$ cat config.mk
export PLATFORM = sky130hd
export DESIGN_NAME = i2c_expander_responder
export DESIGN_NICKNAME = d
export VERILOG_FILES = /design/src/rtl/i2c_exp_pkg.sv /design/src/rtl/i2c_line_sync.sv /design/src/rtl/i2c_expander_responder.sv
export SDC_FILE = /design/constraint.sdc
export NUM_CORES = 1
export LEC_CHECK = 0
export BUFFER_PORTS_ARGS = -buffer_cell sky130_fd_sc_hd__clkbuf_2
export CAP_MARGIN = 10
export CELL_PAD_IN_SITES_DETAIL_PLACEMENT = 1
export CELL_PAD_IN_SITES_GLOBAL_PLACEMENT = 2
export CORE_AREA = 3 3 98 100
export CTS_BUF_LIST = sky130_fd_sc_hd__clkbuf_8
export CTS_CLUSTER_DIAMETER = 80
export CTS_CLUSTER_SIZE = 20
export DETAILED_ROUTE_END_ITERATION = 10
export DIE_AREA = 0 0 101 103
export HOLD_SLACK_MARGIN = 0.06
export PLACE_DENSITY = 0.92
export SLEW_MARGIN = 20
export SYNTH_ARGS = -nofsm -noshare
export SYNTH_HDL_FRONTEND = slang
export SYNTH_HIERARCHICAL = 1
export SYNTH_SLANG_ARGS = --single-unit
$ cat constraint.sdc
create_clock -name clk -period 2.72 [get_ports clk]
set_clock_uncertainty 0.15 [all_clocks]
set_input_delay 0.408 -clock clk [delete_from_list [all_inputs] [get_ports clk]]
set_output_delay 0.408 -clock clk [all_outputs]
set_load 0.01 [all_outputs]
$ cat src/rtl/i2c_exp_pkg.sv
// Shared types and constants for the I2C GPIO-expander responder:
// register map, reset values and responder state encoding.
package i2c_exp_pkg;

    typedef enum logic [1:0] {
        REG_IN  = 2'd0,
        REG_OUT = 2'd1,
        REG_POL = 2'd2,
        REG_CFG = 2'd3
    } reg_idx_e;

    localparam logic [7:0] OUT_RST = 8'hFF;
    localparam logic [7:0] POL_RST = 8'h00;
    localparam logic [7:0] CFG_RST = 8'hFF;

    typedef enum logic [3:0] {
        ST_IDLE,
        ST_ADDR,
        ST_ADDR_ACK,
        ST_PTR,
        ST_PTR_ACK,
        ST_WR_DATA,
        ST_WR_ACK,
        ST_RD_DATA,
        ST_RD_ACK,
        ST_IGNORE
    } resp_state_e;

    // Register 0 reads the pins through the polarity mask.
    function automatic logic [7:0] reg_read(
        input logic [1:0] idx,
        input logic [7:0] pins,
        input logic [7:0] out_val,
        input logic [7:0] pol_val,
        input logic [7:0] cfg_val
    );
        logic [7:0] val;
        case (idx)
            REG_IN:  val = pins ^ pol_val;
            REG_OUT: val = out_val;
            REG_POL: val = pol_val;
            default: val = cfg_val;
        endcase
        return val;
    endfunction

endpackage

$ cat src/rtl/i2c_line_sync.sv
// Synchronizes SCL/SDA into the system clock and produces one-cycle
// SCL edge and START/STOP event pulses.
module i2c_line_sync #(
    parameter int SYNC_STAGES = 2
) (
    input  logic clk,
    input  logic rst,
    input  logic scl_i,
    input  logic sda_i,
    output logic scl_rise,
    output logic scl_fall,
    output logic start,
    output logic stop,
    output logic sda_level
);

    logic [SYNC_STAGES-1:0] scl_sync_q, scl_sync_d;
    logic [SYNC_STAGES-1:0] sda_sync_q, sda_sync_d;
    logic                   scl_prev_q, scl_prev_d;
    logic                   sda_prev_q, sda_prev_d;
    logic                   scl_s, sda_s;

    assign scl_s = scl_sync_q[SYNC_STAGES-1];
    assign sda_s = sda_sync_q[SYNC_STAGES-1];

    always_comb begin
        scl_sync_d = {scl_sync_q[SYNC_STAGES-2:0], scl_i};
        sda_sync_d = {sda_sync_q[SYNC_STAGES-2:0], sda_i};
        scl_prev_d = scl_s;
        sda_prev_d = sda_s;
    end

    // Reset to the idle-bus level so leaving reset never fakes an event.
    always_ff @(posedge clk) begin
        if (rst) begin
            scl_sync_q <= '1;
            sda_sync_q <= '1;
            scl_prev_q <= 1'b1;
            sda_prev_q <= 1'b1;
        end else begin
            scl_sync_q <= scl_sync_d;
            sda_sync_q <= sda_sync_d;
            scl_prev_q <= scl_prev_d;
            sda_prev_q <= sda_prev_d;
        end
    end

    assign scl_rise  = scl_s & ~scl_prev_q;
    assign scl_fall  = ~scl_s & scl_prev_q;
    assign start     = scl_s & scl_prev_q & sda_prev_q & ~sda_s;
    assign stop      = scl_s & scl_prev_q & ~sda_prev_q & sda_s;
    assign sda_level = sda_s;

endmodule

$ cat src/rtl/i2c_expander_responder.sv
// I2C target emulating an 8-bit GPIO expander (input, output, polarity and
// configuration registers) with open-drain SDA and a pin-change interrupt.
module i2c_expander_responder
    import i2c_exp_pkg::*;
#(
    parameter logic [6:0] DEV_ADDR    = 7'h20,
    parameter int         SYNC_STAGES = 2
) (
    input  logic       clk,
    input  logic       rst,
    input  logic       scl_i,
    input  logic       sda_i,
    output logic       sda_oe,
    input  logic [7:0] gpio_in,
    output logic [7:0] gpio_out,
    output logic [7:0] gpio_dir,
    output logic       int_n,
    output logic       wr_strobe
);

    logic scl_rise, scl_fall, bus_start, bus_stop, sda_level;

    i2c_line_sync #(
        .SYNC_STAGES(SYNC_STAGES)
    ) u_sync (
        .clk      (clk),
        .rst      (rst),
        .scl_i    (scl_i),
        .sda_i    (sda_i),
        .scl_rise (scl_rise),
        .scl_fall (scl_fall),
        .start    (bus_start),
        .stop     (bus_stop),
        .sda_level(sda_level)
    );

    resp_state_e state_q, state_d;
    logic [3:0]  cnt_q, cnt_d;
    logic [7:0]  sh_q, sh_d;
    logic        rw_q, rw_d;
    logic [1:0]  ptr_q, ptr_d;
    logic [7:0]  out_q, out_d;
    logic [7:0]  pol_q, pol_d;
    logic [7:0]  cfg_q, cfg_d;
    logic [7:0]  cap_q, cap_d;
    logic        int_n_q, int_n_d;
    logic        oe_q, oe_d;
    logic        wr_strobe_q, wr_strobe_d;

    logic [7:0]  shifted;
    logic [7:0]  rd_val;

    assign shifted = {sh_q[6:0], sda_level};
    assign rd_val  = reg_read(ptr_q, gpio_in, out_q, pol_q, cfg_q);

    always_comb begin
        state_d     = state_q;
        cnt_d       = cnt_q;
        sh_d        = sh_q;
        rw_d        = rw_q;
        ptr_d       = ptr_q;
        out_d       = out_q;
        pol_d       = pol_q;
        cfg_d       = cfg_q;
        cap_d       = cap_q;
        oe_d        = oe_q;
        wr_strobe_d = 1'b0;

        if (bus_start) begin
            state_d = ST_ADDR;
            cnt_d   = 4'd0;
            oe_d    = 1'b0;
        end else if (bus_stop) begin
            state_d = ST_IDLE;
            oe_d    = 1'b0;
        end else begin
            case (state_q)
                ST_ADDR: begin
                    if (scl_rise) begin
                        sh_d  = shifted;
                        cnt_d = cnt_q + 4'd1;
                        if (cnt_q == 4'd7) begin
                            cnt_d = 4'd0;
                            if (shifted[7:1] == DEV_ADDR) begin
                                state_d = ST_ADDR_ACK;
                                rw_d    = shifted[0];
                                if (shifted[0]) begin
                                    sh_d = rd_val;
                                    if (ptr_q == REG_IN) begin
                                        cap_d = gpio_in;
                                    end
                                end
                            end else begin
                                state_d = ST_IGNORE;
                            end
                        end
                    end
                end
                ST_PTR, ST_WR_DATA: begin
                    if (scl_rise) begin
                        sh_d  = shifted;
                        cnt_d = cnt_q + 4'd1;
                        if (cnt_q == 4'd7) begin
                            cnt_d = 4'd0;
                            if (state_q == ST_PTR) begin
                                ptr_d   = shifted[1:0];
                                state_d = ST_PTR_ACK;
                            end else begin
                                wr_strobe_d = 1'b1;
                                state_d     = ST_WR_ACK;
                                case (ptr_q)
                                    REG_OUT: out_d = shifted;
                                    REG_POL: pol_d = shifted;
                                    REG_CFG: cfg_d = shifted;
                                    default: ;
                                endcase
                            end
                        end
                    end
                end
                // First fall after the 8th bit opens the ACK, the next one closes it.
                ST_ADDR_ACK, ST_PTR_ACK, ST_WR_ACK: begin
                    if (scl_fall) begin
                        if (!oe_q) begin
                            oe_d = 1'b1;
                        end else begin
                            oe_d  = 1'b0;
                            cnt_d = 4'd0;
                            if (state_q == ST_ADDR_ACK) begin
                                if (rw_q) begin
                                    state_d = ST_RD_DATA;
                                    oe_d    = ~sh_q[7];
                                end else begin
                                    state_d = ST_PTR;
                                end
                            end else begin
                                state_d = ST_WR_DATA;
                            end
                        end
                    end
                end
                ST_RD_DATA: begin
                    if (scl_rise) begin
                        cnt_d = cnt_q + 4'd1;
                    end else if (scl_fall) begin
                        if (cnt_q == 4'd8) begin
                            state_d = ST_RD_ACK;
                            oe_d    = 1'b0;
                        end else begin
                            sh_d = {sh_q[6:0], 1'b0};
                            oe_d = ~sh_q[6];
                        end
                    end
                end
                ST_RD_ACK: begin
                    if (scl_rise) begin
                        if (sda_level) begin
                            state_d = ST_IGNORE;
                        end else begin
                            sh_d = rd_val;
                        end
                    end else if (scl_fall) begin
                        state_d = ST_RD_DATA;
                        cnt_d   = 4'd0;
                        oe_d    = ~sh_q[7];
                    end
                end
                default: ;
            endcase
        end

        // Uses the next capture so the clear lands in the capture cycle itself.
        int_n_d = ~|((gpio_in ^ cap_d) & cfg_d);
    end

    always_ff @(posedge clk) begin
        if (rst) begin
            state_q     <= ST_IDLE;
            cnt_q       <= 4'd0;
            sh_q        <= 8'h00;
            rw_q        <= 1'b0;
            ptr_q       <= 2'd0;
            out_q       <= OUT_RST;
            pol_q       <= POL_RST;
            cfg_q       <= CFG_RST;
            cap_q       <= gpio_in;
            int_n_q     <= 1'b1;
            oe_q        <= 1'b0;
            wr_strobe_q <= 1'b0;
        end else begin
            state_q     <= state_d;
            cnt_q       <= cnt_d;
            sh_q        <= sh_d;
            rw_q        <= rw_d;
            ptr_q       <= ptr_d;
            out_q       <= out_d;
            pol_q       <= pol_d;
            cfg_q       <= cfg_d;
            cap_q       <= cap_d;
            int_n_q     <= int_n_d;
            oe_q        <= oe_d;
            wr_strobe_q <= wr_strobe_d;
        end
    end

    assign sda_oe    = oe_q;
    assign gpio_out  = out_q;
    assign gpio_dir  = cfg_q;
    assign int_n     = int_n_q;
    assign wr_strobe = wr_strobe_q;

endmodule

Yosys cells after proc, flatten, opt, wreduce, memory -nomap -nowiden
Index checks and enable logic that the tools add are counted.
Word-level totals
  register bits: 60
  input port bits: 12
  output and inout bits: 19
  logic and storage cells: 172
Cells by class
  add/sub/neg operators: 1
  equal/unequal tests: 43
  multiplexer cells: 66
  bitwise operators: 22
  reduce and logical (&&, ||, !) cells: 23
Operators with widths (count)
  8-bit 2-to-1 mux: 26
  4-bit 2-to-1 mux: 21
  4-bit inequality test (second input constant): 9
  8-bit case mux with 4 select lines: 1
  2-bit inequality test (second input constant): 15
  8-bit case mux with 3 select lines: 1
  12-bit AND reduction: 2
  4-bit by 3-bit == test with 1-bit output (second input constant): 5
  4-bit case mux with 5 select lines: 1
  6-bit AND reduction: 3
  4-bit case mux with 4 select lines: 1
  8-bit XOR: 2
  7-bit AND reduction: 2
  1-bit 2-to-1 mux: 12
  1-bit inverter: 12
  10-bit AND reduction: 1
  3-bit OR reduction: 3
  8-bit AND: 1
  4-bit by 2-bit == test with 1-bit output (second input constant): 2
  4-bit == test (second input constant): 2
  8-bit AND reduction: 1
  4-bit nonzero test: 2
  8-bit OR reduction: 1
  1-bit AND: 7
  20 further kinds: 22

Longest topological paths before layout
Gate-level depths: netlist of the first run.
  depth after elaboration: 13
  depth in mapped cells: 8

Modules after synthesis
The synthesis of the first run kept the hierarchy.
Modules (own cells, without submodules)
  i2c_expander_responder: times used 1, cells each 356, area each 3134.3 sq um, seq. area each 1081.0 sq um
  i2c_line_sync: times used 1, cells each 16, area each 190.2 sq um, seq. area each 120.1 sq um

Worst setup path before layout of the first run
OpenSTA, ideal clock, no wires.
  kind: reg2reg
  from: reg u_sync.scl_prev_q
  to: reg out_q[5], in the netlist gpio_out[5]
  data arrival time: 2.158 ns
  required time: 2.450 ns
  path slack: 0.293 ns
  cell stages (with the launch flop): 8
  path through: dfxtp_1 > and4b_1 > nor4b_1 > nand3_1 > nor3b_2 > buf_2 > nor2b_1 > a211o_1
On the way
  longest elaborated chain between the ends: 5
  elaborated cells on any way between the ends: 10
  classes of those cells: bitwise: 9; reduce/logical: 1
RTL lines
  start, declared: line i2c_line_sync.sv:19  | logic scl_prev_q, scl_prev_d;
  start signal, assigned: line i2c_line_sync.sv:43  | scl_prev_q <= scl_prev_d;
  1-bit AND (3 in a row): line i2c_line_sync.sv:51  | assign stop = scl_s & scl_prev_q & ~sda_prev_q & sda_s;
  via bus_stop: line i2c_expander_responder.sv:21  | logic scl_rise, scl_fall, bus_start, bus_stop, sda_level;
  1-bit inverter (no line)
  7-bit AND reduction (no line)
  end signal, assigned: line i2c_expander_responder.sv:196  | out_q <= out_d;
  end, declared: line i2c_expander_responder.sv:42  | logic [7:0] out_q, out_d;
The timed path passes the listed nets, and every way through them passes these cells.
A chain may end at the register's enable or synchronous reset.

Worst setup path in the final report of the first run
  from: reg cnt_q[1]
  to: reg sh_q[0]
On the way
  longest elaborated chain between the ends: 4
  elaborated cells on any way between the ends: 7
  classes of those cells: eq/ne: 3; mux: 3; reduce/logical: 1
RTL lines
  start, declared: line i2c_expander_responder.sv:38  | logic [3:0] cnt_q, cnt_d;
  start signal, assigned: line i2c_expander_responder.sv:192  | cnt_q <= cnt_d;
  4-bit by 3-bit == test with 1-bit output: line i2c_expander_responder.sv:82  | if (cnt_q == 4'd7) begin
  8-bit 2-to-1 mux: line i2c_expander_responder.sv:82
  8-bit 2-to-1 mux: line i2c_expander_responder.sv:79  | if (scl_rise) begin
  8-bit case mux with 4 select lines: line i2c_expander_responder.sv:77  | case (state_q)
  end signal, assigned: line i2c_expander_responder.sv:180  | sh_q <= 8'h00;
  end signal, assigned: line i2c_expander_responder.sv:193  | sh_q <= sh_d;
  end, declared: line i2c_expander_responder.sv:39  | logic [7:0] sh_q, sh_d;
Several ways; a longest one is shown, not always the timed one. The select of a mux whose other input is x is not followed.

==> results of run 1 <==
sequential cells by signal (all words and copies together) (netlist names):
| signal | flops |
|---|---|
| state_q | 4 |
| gpio_out | 8 |
| u_sync/sda_prev_q | 1 |
| sda_oe | 1 |
| int_n | 1 |
| cnt_q | 4 |
| u_sync/scl_prev_q | 1 |
| wr_strobe | 1 |
| u_sync/scl_sync_q | 2 |
| cap_q | 8 |
| sh_q | 8 |
| ptr_q | 2 |
| rw_q | 1 |
| gpio_dir | 8 |
| u_sync/sda_sync_q | 2 |
| pol_q | 8 |
routing by layer:
layer,vias up,share of wire [%],track usage (%)
met1,1484,46,25.3
li1,1464,-,-
met4,0,1.5,7.16
met5,-,0,0
met2,57,49,32.2
met3,10,3.8,2.84
cell usage in the layout (no fill, tap or decap), types with 10 or more instances in the layout:
| cell | n |
|---|---|
| a211o_1 | 15 |
| a211oi_1 | 10 |
| a21oi_1 | 18 |
| buf_4 | 29 |
| clkbuf_2 | 30 |
| dfxtp_1 | 60 |
| mux2_2 | 14 |
| mux2i_1 | 21 |
| nand2_1 | 19 |
| nor2_1 | 33 |
| nor2b_1 | 20 |
| o21ai_0 | 17 |
worst paths after layout:
kind	from	end	slack, ns	cells past startpoint
max reg2reg	cnt_q[1]	sh_q[0]	0.21	8
min reg2reg	u_sync/scl_sync_q[0]	u_sync/scl_sync_q[1]	0.26	1
min	scl_i	u_sync/scl_sync_q[0]	0.09	2
max	cnt_q[1]	sh_q[0]	0.21	8
cell type report:
type	count	area [sq um]	share of cell area (%)
tap	108	135	3.44
clock buffer	9	124	3.15
clock inverter	7	68.8	1.75
timing repair buffer	60	388	9.88
sequential	60	1200	30.6
inverter	8	30.0	0.765
multi-input combinational	278	1980	50.4
kinds of logic after synthesis:
| logic type | after synthesis | synth area share, % |
|---|---|---|
| buffers and inverters | 34 | 4.29 |
| AND/OR/NAND/NOR | 130 | 22.6 |
| flip-flops | 60 | 36.1 |
| adder cells (fa/ha/maj) | 2 | 0.753 |
| XOR/XNOR | 10 | 2.63 |
| AO/OA/AOI/OAI | 101 | 22.5 |
| multiplexers | 35 | 11.1 |
through the flow:
step                      instance area, sq um  total power, mW  std cells  utilization, %
after global routing                      3930             2.92        530            44.8
after detailed placement                  3730             1.97        514            42.6
after floorplan                           3320             1.65        372               -
after global placement                    3730             1.93        514            42.6
after CTS                                 3930             2.77        530            44.8
final                                     3930             2.75        530            44.8
critical path, cell delays in order (launching register included):
cell	delay [ns]
dfxtp_1	0.38
inv_1	0.07
ha_1	0.19
and3b_1	0.19
or3_1	0.39
a2111oi_4	0.36
buf_4	0.28
nor2_1	0.06
a311oi_1	0.32
power groups by stage:
stage                     logic, mW  clock network (mW)  registers, mW
after detailed placement      0.915                   0           1.05
after global routing           1.02               0.852           1.05
final                         0.921               0.798           1.04
after global placement        0.880                   0           1.05
after CTS                     0.921               0.813           1.03
after floorplan               0.661                   0          0.989
==> summary.txt, run 1 <==
# nets final: 431
WHS: 0.0922 ns
die area: 10,400 sq um
initial antenna violation count: 0
Leakage Power: 1.38 nW
max-cap viol count: 0
final worst path period share: 92.2%
mean routed wirelength per cell: 18.0 um
startpoint types: flop
CP Class: reg2reg
Core Region: 8760 sq um
Yosys top cell area share: 36.1%
Hold Fails Final Rpt: 0
RSZ-0062 raised after global routing: no
vias in the first global route: 3,025
logic gate share of total power: 33.4%
Distinct cells, synth: 62
PortBufs: 30
First-pass DRT Iterations: 4
CTS tree: built
Flop pwr share: 37.6%
worst-margin pin slew: 0.766 ns
ant diodes: 0
global-route wire length before repair: 15.8 mm
Final Max Tran Viols: 0
register area share after synthesis: 36.1%
clock tree root driver cell: clkbuf_8
Yosys warnings: 6
GRT Overall Usage: 19.3%
#FFs+latches synth: 60
Crit path required time: 2.80 ns
H-tree depth: 3
fin crit period: 2.51 ns
Power Dens Cells: 701 nW/um^2
commonest cells in the netlist: dfxtp_1, nor2_1, mux2i_1
Synth Flop Type: dfxtp_1
switch share: 36.0%
relative slew slack: 48.9%
maximum buffer depth of the clock tree: 2
hold buffer count at cts: 0
Post-Synthesis Cells: 372
Post-CTS Resized: 0
pre-CTS setup slack: 0.296 ns
Worst Setup End Kind: flop
Reg clk slew, reported paths: 0.07 ns
total CTS buffers: 9
Layout Area Growth over Synthesis: 18.1%
CTS sink count: 60
synth top area cells: dfxtp_1, mux2i_1, mux2_2
Max Fclk: 0.399 GHz
async set or reset register ratio after synthesis: 0%
Post-Synthesis Cell Area: 3320 sq um
die span in y: 103 um
EDFF count, synth: 0
post-DR vias/cell: 5.69
Post-CTS Setup Repair Bufs: 0
VDD IR max: 0.000317 V
Die Wd: 101 um
Post-Syn Area per Cell: 8.94 sq um
P_int: 1.76 mW
sw power: 0.991 mW
worst skew pair latency: 0.35 ns
Setup TNS: 0 ns
largest net degree at the start of global routing: 48
Row Count: 34
GRT Residual Overflow: 0
most frequent cell after synthesis: dfxtp_1
Remaining DRCs: 0
Arr. time, crit path: 2.59 ns
DP HPWL: 6.87 mm
initial core utilization: 37.9%
HP Class: in2reg
Worst Path Max Fanout: 16
setup ws final: 0.212 ns
Mapped Nets: 386
Final setup viols: 0
area leader, netlist: dfxtp_1
Vias: 3,015
Fillers: 1,043
Clock power frac: 29.0%
layout cells sized above 1: 23.5%
routability cong.: 0.834
outcome: finished, final reports clean
Post-DRT Antenna Nets: 0
drt initial violations: 164
total wire length: 9.56 mm
Ports: 31
No activity file was read; power rests on OpenSTA's default activity.
==> run 2, diff against run 1 <==
==> constraint.sdc (replaced) <==
create_clock -name clk -period 2.72 [get_ports clk]
set_clock_uncertainty 0.15 [all_clocks]
set_input_delay 0.544 -clock clk [delete_from_list [all_inputs] [get_ports clk]]
set_output_delay 0.544 -clock clk [all_outputs]
set_load 0.01 [all_outputs]
==> summary.txt, run 2 (synthesized netlist as in run 1, its figures left out) <==
outcome: finished, final reports clean
CP max stage cell: nor4b_1
Post-CTS Resized: 0
Worst Setup End Kind: flop
Leakage Power: 1.40 nW
Vias: 3,078
global-route wire length before repair: 16.0 mm
Post-CTS Setup Repair Bufs: 0
initial antenna violation count: 0
die area: 10,400 sq um
hold_sp: sda_i
routability cong.: 0.863
DP HPWL: 6.99 mm
reg2reg start: state_q[3]
relative slew slack: 40.6%
startpoint types: flop
First-pass DRT Iterations: 4
initial core utilization: 37.9%
Worst Path Max Fanout: 11
Layout Area Growth over Synthesis: 18.9%
HP Class: in2reg
final worst path period share: 91.8%
CP bufs+invs: 0
Final setup viols: 0
Final Max Tran Viols: 0
Fillers: 1,034
GRT Residual Overflow: 0
die span in y: 103 um
max-cap viol count: 0
VDD IR max: 0.000302 V
Hold Fails Final Rpt: 0
Setup TNS: 0 ns
layout cells sized above 1: 23.7%
most frequent cells in the layout: dfxtp_1, nor2_1, buf_4, clkbuf_2, mux2i_1
CP Class: reg2reg
GRT Overall Usage: 19.7%
CP peak stage delay: 0.76 ns
Remaining DRCs: 0
Hold Path Sink: u_sync/sda_sync_q[0]
Ports: 31
Max Fclk: 0.400 GHz
r2r setup slk: 0.22 ns
Worst Reg-to-Reg Cells: 4
CTS sink count: 60
Power Dens Cells: 724 nW/um^2
Arr. time, crit path: 2.58 ns
crit-path cells: nor4b_1, nand3_1, and2_1, a211oi_1
maximum buffer depth of the clock tree: 2
Row Count: 34
worst-margin pin slew: 0.878 ns
Crit path required time: 2.80 ns
clock tree root driver cell: clkbuf_8
CTS tree: built
# nets final: 432
Post-DRT Antenna Nets: 0
total wire length: 9.79 mm
commonest non-fill, non-tap cell in the layout: dfxtp_1
PortBufs: 30
total power draw: 2.86 mW
Core Region: 8760 sq um
worst skew pair latency: 0.34 ns
mean routed wirelength per cell: 18.5 um
largest net degree at the start of global routing: 39
Crit. Startpoint: state_q[3]
vias in the first global route: 3,111
total CTS buffers: 9
hold buffer count at cts: 0
DP Area: 3730 sq um
CP top delay family: simple AND/OR/NAND/NOR gates
fin crit period: 2.50 ns
ant diodes: 0
RR Endpoint: state_q[3]
post-route cell area: 3950 sq um
hold depth: 2
Reg clk slew, reported paths: 0.07 ns
RSZ-0062 raised after global routing: no
H-tree depth: 3
Die Wd: 101 um
post-DR vias/cell: 5.81
drt initial violations: 179
==> run 2: routing by layer <==
layer,vias to the layer above,track usage (%),wire length (um)
met5,-,0,0
met4,0,8.90,214
met3,17,4.06,480
met1,1510,25.5,4340
met2,81,31.6,4750
li1,1470,-,-
==> run 2: worst max-delay path by stage <==
stage	end	cells past startpoint
6_report	state_q[3]	4
5_1_grt	state_q[3]	4
4_1_cts	cap_q[0]	8
3_5_place_dp	cap_q[7]	8
3_3_place_gp	gpio_out[7]	8
2_1_floorplan	gpio_out[5]	7
==> run 2: per-stage QoR <==
| step | setup slack (ns) | utilization (%) | hold slack [ns] | cells |
|---|---|---|---|---|
| 4_1_cts | 0.243 | 45.1 | 0.220 | 530 |
| 6_report | 0.222 | 45.1 | 0.237 | 530 |
| 3_3_place_gp | 0.414 | 42.6 | 0.239 | 515 |
| 3_5_place_dp | 0.330 | 42.6 | 0.246 | 515 |
| 5_1_grt | 0.0837 | 45.1 | 0.234 | 530 |
| 2_1_floorplan | 0.293 | - | 0.233 | 372 |
==> run 2: worst reg2reg max path, cell delays in order (launching register included) <==
cell	delay, ns
dfxtp_1	0.50
nor4b_1	0.76
nand3_1	0.37
and2_1	0.30
a211oi_1	0.30
==> run 2: final cells by class <==
cell class / count / area, sq um / area share [%]
multi-input cells: 278 / 1980 / 50.1
inverters: 8 / 30.0 / 0.759
flip-flops and latches: 60 / 1200 / 30.4
repair buffers: 61 / 383 / 9.68
clock inverters: 4 / 72.6 / 1.84
well taps: 108 / 135 / 3.42
clock buffers: 11 / 151 / 3.83
==> run 2: report_power, final <==
group          switching, mW  leakage (nW)  internal [mW]
clock network          0.371         0.111          0.559
logic                  0.519         0.798          0.392
registers             0.0882         0.489          0.934
==> run 3, diff against run 2 <==
--- a/config.mk
+++ b/config.mk
@@ -7,7 +7,7 @@
 export LEC_CHECK = 0
 export BUFFER_PORTS_ARGS = -buffer_cell sky130_fd_sc_hd__clkbuf_2
 export CAP_MARGIN = 10
-export CELL_PAD_IN_SITES_DETAIL_PLACEMENT = 1
+export CELL_PAD_IN_SITES_DETAIL_PLACEMENT = 0
 export CELL_PAD_IN_SITES_GLOBAL_PLACEMENT = 2
 export CORE_AREA = 3 3 98 100
 export CTS_BUF_LIST = sky130_fd_sc_hd__clkbuf_8
@@ -17,6 +17,7 @@
 export DIE_AREA = 0 0 101 103
 export HOLD_SLACK_MARGIN = 0.06
 export PLACE_DENSITY = 0.92
+export SKIP_CTS_REPAIR_TIMING = 1
 export SLEW_MARGIN = 20
 export SYNTH_ARGS = -nofsm -noshare
 export SYNTH_HDL_FRONTEND = slang
==> summary.txt, run 3 (synthesized netlist as in run 1, its figures left out) <==
Arr. time, crit path: 2.51 ns
Max Fclk: 0.411 GHz
CP peak stage delay: 0.36 ns
Core Region: 8760 sq um
Power Dens Cells: 706 nW/um^2
Vias: 2,950
Flop pwr share: 36.6%
switch share: 34.1%
Worst Setup End Kind: flop
Post-DRT Antenna Nets: 0
PortBufs: 30
RR Endpoint: cap_q[1]
initial core utilization: 37.9%
max-cap viol count: 0
Crit path required time: 2.80 ns
clock tree root driver cell: clkbuf_8
most frequent cells in the layout: dfxtp_1, nor2_1, buf_4, clkbuf_2, mux2i_1
Hold Fails Final Rpt: 0
Final setup viols: 0
GRT busiest layer: met2
Finished Core Util: 45.0%
largest net degree at the start of global routing: 39
sw power: 0.949 mW
CP max stage cell: dfxtp_1
P_int: 1.84 mW
area of the multi-input gates: 1980 sq um
Layout Area Growth over Synthesis: 18.7%
Setup TNS: 0 ns
CP bufs+invs: 2
HP Class: in2reg
Remaining DRCs: 0
Worst Reg-to-Reg Cells: 8
GRT Overall Usage: 17.2%
Leakage Power: 1.39 nW
maximum buffer depth of the clock tree: 2
DP HPWL: 6.16 mm
outcome: finished, final reports clean
initial antenna violation count: 0
logic gate share of total power: 31.5%
drt initial violations: 242
CTS tree: built
pre-CTS setup slack: 0.289 ns
total wire length: 8.58 mm
hold_sp: scl_i
First-pass DRT Iterations: 4
register area: 1200 sq um
die span in y: 103 um
Final Max Tran Viols: 0
crit-path cells: and4b_1, nor4b_1, buf_4, nand2_1, nor4_1, a31oi_1, buf_4, mux2_2
met2 Use GR: 26.9%
Crit. Startpoint: u_sync/sda_sync_q[1]
VDD IR max: 0.000365 V
worst-margin pin slew: 0.749 ns
routability cong.: 0.863
relative slew slack: 49.3%
Reg clk slew, reported paths: 0.08 ns
DP Area: 3730 sq um
fin crit period: 2.43 ns
Clock power frac: 31.9%
die area: 10,400 sq um
H-tree depth: 3
post-route cell area: 3950 sq um
mean routed wirelength per cell: 16.2 um
Most common cell on crit path: buf_4
post-DR vias/cell: 5.56
startpoint types: flop
Die Wd: 101 um
CP top delay family: simple AND/OR/NAND/NOR gates
setup ws final: 0.286 ns
ant diodes: 0
reg2reg start: u_sync/sda_sync_q[1]
Critical Path Stages: 8
GRT Residual Overflow: 0
layout cells sized above 1: 23.6%
CTS sink count: 60
Row Count: 34
# nets final: 432
global-route wire length before repair: 14.2 mm
CP Class: reg2reg
Ports: 31
Worst Path Max Fanout: 9
commonest non-fill, non-tap cell in the layout: dfxtp_1
RSZ-0062 raised after global routing: no
final worst path period share: 89.5%
total power draw: 2.79 mW
Setup crit end: cap_q[1]
routing usage on met1: 23.9%
r2r setup slk: 0.29 ns
total CTS buffers: 9
hold depth: 2
M3 GR Usage: 2.91%
vias in the first global route: 2,768
worst skew pair latency: 0.33 ns
Fillers: 877
==> run 3: cell count changes in the layout (fill, tap and decap cells not counted) <==
cell,before,now
clkbuf_8,11,9
clkinv_4,0,1
clkinvlp_4,1,2
inv_1,8,9
==> run 3: power groups by stage <==
stage          Sequential, mW  Clock (mW)  Combinational [mW]
2_1_floorplan           0.989           0               0.661
4_1_cts                  1.02       0.906               0.875
6_report                 1.02       0.889               0.877
3_3_place_gp             1.03           0               0.853
3_5_place_dp             1.04           0               0.870
5_1_grt                  1.03       0.942               0.973
==> run 3: worst min-delay path by stage <==
stage	slack (ns)	endpoint
after floorplan	0.23	u_sync/scl_sync_q[1]
after global placement	0.24	u_sync/sda_sync_q[1]
after detailed placement	0.24	u_sync/scl_sync_q[1]
after CTS	0.23	u_sync/scl_sync_q[0]
after global routing	0.23	u_sync/scl_sync_q[0]
final	0.24	u_sync/scl_sync_q[0]
==> run 3: final cells by class <==
class / count / area share, %
multi-input combinational: 278 / 50.2
sequential: 60 / 30.4
timing repair buffer: 61 / 9.70
tap: 108 / 3.42
clock buffer: 9 / 3.14
clock inverter: 7 / 2.35
inverter: 8 / 0.761
==> run 3: per-stage QoR <==
stage / hold slack, ns / cells
2_1_floorplan: 0.233 / 372
3_3_place_gp: 0.239 / 515
3_5_place_dp: 0.238 / 515
4_1_cts: 0.227 / 531
5_1_grt: 0.233 / 531
6_report: 0.242 / 531
==> run 3: layer usage <==
metal / vias to the layer above / share of wire, % / routed length (um)
li1: 1464 / - / -
met1: 1414 / 48 / 4160
met2: 62 / 47 / 4000
met3: 10 / 3.9 / 332
met4: 0 / 1.1 / 95
met5: - / 0 / 0
